## src/rtl/eth_pkg.sv

```systemverilog
// Shared Ethernet CRC-32 constants, byte-wise CRC update and receive FSM state type.
package eth_pkg;

  localparam logic [31:0] CRC32_POLY_REFL = 32'hEDB88320;
  localparam logic [31:0] CRC32_INIT      = 32'hFFFFFFFF;
  localparam logic [31:0] CRC32_RESIDUE   = 32'hDEBB20E3;

  typedef enum logic [1:0] {
    ST_IDLE = 2'd0,
    ST_FILL = 2'd1,
    ST_PASS = 2'd2
  } rx_state_t;

  // Reflected CRC-32, one byte consumed LSB first, no final inversion.
  function automatic logic [31:0] crc32_byte(input logic [31:0] crc, input logic [7:0] data);
    logic [31:0] c;
    c = crc ^ {24'h0, data};
    for (int i = 0; i < 8; i++) begin
      c = c[0] ? ((c >> 1) ^ CRC32_POLY_REFL) : (c >> 1);
    end
    return c;
  endfunction

endpackage

```

## src/rtl/eth_crc32.sv

```systemverilog
// Running CRC-32 register with synchronous reload and byte enable; reused by the TX FCS path.
module eth_crc32
  import eth_pkg::*;
(
  input  logic        clk,
  input  logic        rst,
  input  logic        i_init,
  input  logic        i_en,
  input  logic [7:0]  i_data,
  output logic [31:0] o_crc
);

  logic [31:0] r_crc;

  // Reload has priority so a byte colliding with a reload is dropped.
  always_ff @(posedge clk or posedge rst) begin
    if (rst) begin
      r_crc <= CRC32_INIT;
    end else if (i_init) begin
      r_crc <= CRC32_INIT;
    end else if (i_en) begin
      r_crc <= crc32_byte(r_crc, i_data);
    end
  end

  assign o_crc = r_crc;

endmodule

```

## src/rtl/eth_rx_fcs_check.sv

```systemverilog
// RMII receive FCS checker: strips the 4-byte FCS, tags sop, reports CRC/length status at eop.
// Optional ETH_RX_FCS_STATS_EN adds good/bad frame counters (stat_good, stat_bad).
module eth_rx_fcs_check
  import eth_pkg::*;
#(
  parameter int MIN_LEN = 64,
  parameter int MAX_LEN = 1518,
  parameter int LEN_W   = 11
) (
  input  logic             clk50,
  input  logic             reset,
  input  logic [7:0]       in_data,
  input  logic             in_valid,
  input  logic             in_eop,
  output logic [7:0]       out_data,
  output logic             out_valid,
  output logic             out_sop,
  output logic             out_eop,
  output logic             out_crc_ok,
  output logic             out_runt,
  output logic             out_long,
  output logic [LEN_W-1:0] out_len
`ifdef ETH_RX_FCS_STATS_EN
  ,
  output logic [31:0]      stat_good,
  output logic [31:0]      stat_bad
`endif
);

  localparam logic [LEN_W-1:0] CNT_MAX = '1;
  localparam logic [LEN_W-1:0] MIN_L   = LEN_W'(MIN_LEN);
  localparam logic [LEN_W-1:0] MAX_L   = LEN_W'(MAX_LEN);

  rx_state_t        r_state;
  logic [LEN_W-1:0] r_cnt;
  logic [3:0][7:0]  r_dly;
  logic             r_first;

  logic [31:0] w_crc;
  logic        w_byte;
  logic        w_crc_ok;
  logic        w_runt;
  logic        w_long;

  // eop wins over a simultaneous byte, which is then neither counted nor hashed.
  assign w_byte   = in_valid & ~in_eop;
  assign w_crc_ok = (w_crc == CRC32_RESIDUE);
  assign w_runt   = (r_cnt < MIN_L);
  assign w_long   = (r_cnt > MAX_L);

  eth_crc32 u_crc (
    .clk    (clk50),
    .rst    (reset),
    .i_init (in_eop),
    .i_en   (w_byte),
    .i_data (in_data),
    .o_crc  (w_crc)
  );

  always_ff @(posedge clk50 or posedge reset) begin
    if (reset) begin
      r_state    <= ST_IDLE;
      r_cnt      <= '0;
      r_dly      <= '0;
      r_first    <= 1'b0;
      out_data   <= '0;
      out_valid  <= 1'b0;
      out_sop    <= 1'b0;
      out_eop    <= 1'b0;
      out_crc_ok <= 1'b0;
      out_runt   <= 1'b0;
      out_long   <= 1'b0;
      out_len    <= '0;
    end else begin
      out_valid <= 1'b0;
      out_sop   <= 1'b0;
      out_eop   <= 1'b0;
      if (in_eop) begin
        out_eop    <= 1'b1;
        out_crc_ok <= w_crc_ok;
        out_runt   <= w_runt;
        out_long   <= w_long;
        out_len    <= r_cnt;
        r_cnt      <= '0;
        r_dly      <= '0;
        r_first    <= 1'b0;
        r_state    <= ST_IDLE;
      end else if (in_valid) begin
        r_dly <= {r_dly[2:0], in_data};
        if (r_cnt != CNT_MAX) r_cnt <= r_cnt + 1'b1;
        // r_cnt doubles as the fill counter: the 4th byte arrives with r_cnt == 3.
        case (r_state)
          ST_IDLE: r_state <= ST_FILL;
          ST_FILL: begin
            if (r_cnt == LEN_W'(3)) begin
              r_state <= ST_PASS;
              r_first <= 1'b1;
            end
          end
          ST_PASS: begin
            out_valid <= 1'b1;
            out_sop   <= r_first;
            out_data  <= r_dly[3];
            r_first   <= 1'b0;
          end
          default: r_state <= ST_IDLE;
        endcase
      end
    end
  end

`ifdef ETH_RX_FCS_STATS_EN
  always_ff @(posedge clk50 or posedge reset) begin
    if (reset) begin
      stat_good <= '0;
      stat_bad  <= '0;
    end else if (in_eop) begin
      if (w_crc_ok && !w_runt && !w_long) stat_good <= stat_good + 32'd1;
      else                                stat_bad  <= stat_bad + 32'd1;
    end
  end
`endif

endmodule
```

## config.mk

```make
export PLATFORM = sky130hd
export DESIGN_NAME = eth_rx_fcs_check
export DESIGN_NICKNAME = d
export VERILOG_FILES = /design/src/rtl/eth_pkg.sv /design/src/rtl/eth_crc32.sv /design/src/rtl/eth_rx_fcs_check.sv
export SDC_FILE = /design/constraint.sdc
export NUM_CORES = 1
export LEC_CHECK = 0
export ABC_CLOCK_PERIOD_IN_PS = 5300
export CAP_MARGIN = 5
export CORE_UTILIZATION = 50
export CTS_CLUSTER_SIZE = 14
export DETAILED_ROUTE_END_ITERATION = 8
export PLACE_DENSITY = 0.7
export SKIP_CTS_REPAIR_TIMING = 1
export SYNTH_ARGS = -nofsm -noshare
export SYNTH_HDL_FRONTEND = slang
export SYNTH_SLANG_ARGS = --single-unit
```

## constraint.sdc

```tcl
create_clock -name clk50 -period 5.3 [get_ports clk50]
set_input_delay 1.06 -clock clk50 [delete_from_list [all_inputs] [get_ports clk50]]
set_output_delay 1.06 -clock clk50 [all_outputs]
set_load 0.01 [all_outputs]
```

==> impl_metrics.toml <==
[logic_synthesis]
syn_nets = 440
ys_seq_area_frac = 0.497
ys_ff_latch = 103
yosys.cell_count.top_type = "dfrtp_1"
syn_avg_cell_area_sq_um = 12.3
yosys-top-cells-area = "dfrtp_1 (34%), dfstp_2 (16%), mux2i_1 (6.3%)"
synth-edff-count = 0
yosys_warnings = 0
synthArstFlopShare = 1.00
synth_area_sq_mm = 0.00527
synthFlopType = "dfrtp_1"
ys_types = 46
postSynthCellCount = 427
synthTopCellsByCount = "dfrtp_1 (71), nor2_1 (50), mux2i_1 (33)"
yosysTopAreaCell = "dfrtp_1"
synth_top_area_frac = 0.337

[placement]
port_buffers = 36
routabilityCongestion = 0.838
dp_hpwl_mm = 6.79

[worst_setup_path]
slowest_delay_ns = 0.48
critPathCaptureType = "register"
crit_path_top_delay_cell = "xnor2_2"
crit_path_start_kind = "input port"
arrival_ns = 2.98
cp_num_buf_inv = 1
cp_max_fo = 7
worst-setup-path-type = "in2reg"
path_delay_family = "XOR/XNOR gates"
crit_chain = "clkdlybuf4s50_1, xnor2_2, xnor3_2, xnor3_1, a21bo_1"
required_ns = 5.63

[sta]
drv_slew = 0
setup_viol = 0
worstMarginPinSlew_ns = 0.943
max_freq_ghz = 0.376
hold_viol_final = 0
timing.final.crit_share = 0.501
maxSlewHeadroom = 0.371
rsz0062_at_grt = "no"
whs_ns = 0.478
tns_ns = 0
min_period_ns = 2.66
finalClockSkew_ns = 0.00994

[cts]
cts.sinks = 103
insertion_delay_ns = 0.38
cts-htree-levels = 3
cts-buffers-inserted = 9
clkTransAtPathRegs_ns = 0.10
clockBufferDepth = 2
cts_tree = "done"
clockRootBuffer = "clkbuf_8"

[global_route]
grt_pass1_vias = 3269
grt.total_usage = 0.206
grt_first_pass_wirelength_mm = 17.3
grt_max_degree = 68
antenna_found_initial = 0
grt_overflow_total = 0

[die]
core_area_sq_mm = 0.0103
fp.dieW_um = 105
fp.dieArea_sq_mm = 0.0109
io_pins = 37
die_h_um = 105
num_rows = 37
start_util = 0.512

[min_path]
hold_path.class = "reg2reg"

[power]
power.leakage_nw = 2.66
p_total_mw = 2.58
power_density_mw_per_mm2 = 435
ir_worst_vdd_mv = 0.183

[drt]
drt_first_pass_iters = 6
wl_per_cell_um = 17.4
drtAntennaViolNets = 0
drt_wl_total_mm = 10.4
vias = 3249
drc_errors = 0
routed_via_density = 5.45
drt_iter0_drc = 204

[finish]
multi_input_area_sq_mm = 0.00254
num-fill-cells = 867
seqCellArea_sq_mm = 0.00262
nets = 468
area_growth_pct = 12.8
layout-drive-gt1-share = 0.189
n_antenna_cell = 0

[flow_run]
maxCapViolations = 0

[outcome]
status = "finished clean"
worst register-to-register path, delay by kind of cell (launching register included):
family | cells | cell delay [ns]
adder cells (fa/ha/maj) | 1 | 0.24
flip-flops | 1 | 0.47
AND/OR/NAND/NOR | 1 | 0.17
AO/OA/AOI/OAI | 3 | 1.11
power by group:
group / switching, mW / total [mW] / internal [mW]
Combinational: 0.417 / 1.00 / 0.584
Sequential: 0.104 / 1.04 / 0.935
Clock: 0.274 / 0.542 / 0.267
Total: 0.795 / 2.58 / 1.79
state kept, by name, indices dropped and copies added (netlist names):
register,count
out_crc_ok,1
out_data,8
out_eop,1
out_len,11
out_long,1
out_runt,1
out_sop,1
out_valid,1
r_cnt,11
r_dly,32
r_first,1
r_state,2
u_crc.o_crc,32
path summary, 6_finish.rpt:
| check | cells after the start | slack, ns | endpoint | from |
|---|---|---|---|---|
| setup / recovery | 5 | 2.64 | u_crc.o_crc[18] | in_data[6] |
| hold / removal | 1 | 0.48 | out_sop | r_first |
| setup reg to reg | 5 | 3.25 | r_cnt[5] | r_cnt[0] |
| hold reg to reg | 1 | 0.48 | out_sop | r_first |
| max in group asynchronous | 3 | 3.08 | u_crc.o_crc[12] | reset |
| min in group asynchronous | 2 | 1.19 | out_data[7] | reset |
cell families after synthesis:
kind of cell / after synthesis / synth area share
AOI/OAI and AO/OA: 68 / 0.0822
xor gates and xnor gates: 65 / 0.189
adders and majority gates: 1 / 0.00238
buffers and inverters: 29 / 0.0214
DFF: 103 / 0.497
muxes: 52 / 0.103
and+or+nand+nor: 109 / 0.105
final cells by class:
cell class                      count  area share
Inverter                            7     0.00485
Sequential cell                   103       0.441
Clock inverter                      5      0.0137
Tap cell                          136      0.0287
Timing Repair Buffer               39      0.0628
Clock buffer                       11      0.0221
Multi-Input combinational cell    295       0.427
layer usage:
| metal | routed length, um | GRT usage | share of wire | up-vias |
|---|---|---|---|---|
| li1 | - | - | - | 1548 |
| met1 | 5030 | 0.290 | 0.49 | 1630 |
| met2 | 4880 | 0.319 | 0.47 | 56 |
| met3 | 248 | 0.0324 | 0.024 | 15 |
| met4 | 211 | 0.0885 | 0.020 | 0 |
| met5 | 0 | 0 | 0 | - |
layout by cell type (no fill, tap or decap), types with 2 or more instances in the layout:
cell | netlist | routed
dfrtp_1 | 71 | 71
xnor2_1 | 19 | 19
buf_2 | 3 | 2
and4_1 | 3 | 3
xnor2_4 | 5 | 5
nand2_1 | 9 | 9
mux2i_1 | 33 | 33
o22ai_1 | 2 | 2
or4bb_1 | 2 | 2
bufinv_16 | 0 | 2
xor3_1 | 5 | 5
inv_1 | 7 | 6
nand2b_1 | 2 | 2
nor2b_1 | 11 | 11
nor3_1 | 6 | 6
a211o_1 | 14 | 14
xnor2_2 | 6 | 6
nor4_1 | 2 | 2
buf_4 | 0 | 3
a21oi_1 | 25 | 25
xor2_1 | 15 | 15
o21ai_0 | 15 | 15
mux2_2 | 19 | 19
clkbuf_1 | 19 | 2
nand4_1 | 6 | 6
or4_1 | 3 | 3
dfstp_2 | 32 | 32
xnor3_1 | 13 | 13
a31oi_1 | 2 | 2
o21ai_1 | 2 | 2
clkdlybuf4s50_1 | 0 | 34
nand3_1 | 5 | 5
or3_1 | 5 | 5
o21bai_1 | 2 | 2
nor2_1 | 50 | 50
clkbuf_8 | 0 | 9
stage by stage:
step | cell area (sq um) | setup WS (ns) | std cells | util
2_1_floorplan | 5270 | 1.59 | 427 | -
3_3_place_gp | 5730 | 2.25 | 580 | 0.557
3_5_place_dp | 5730 | 2.23 | 580 | 0.557
4_1_cts | 5940 | 2.65 | 596 | 0.578
5_1_grt | 5940 | 2.54 | 596 | 0.578
6_report | 5940 | 2.64 | 596 | 0.578
Power figures use the tool's default switching activity.
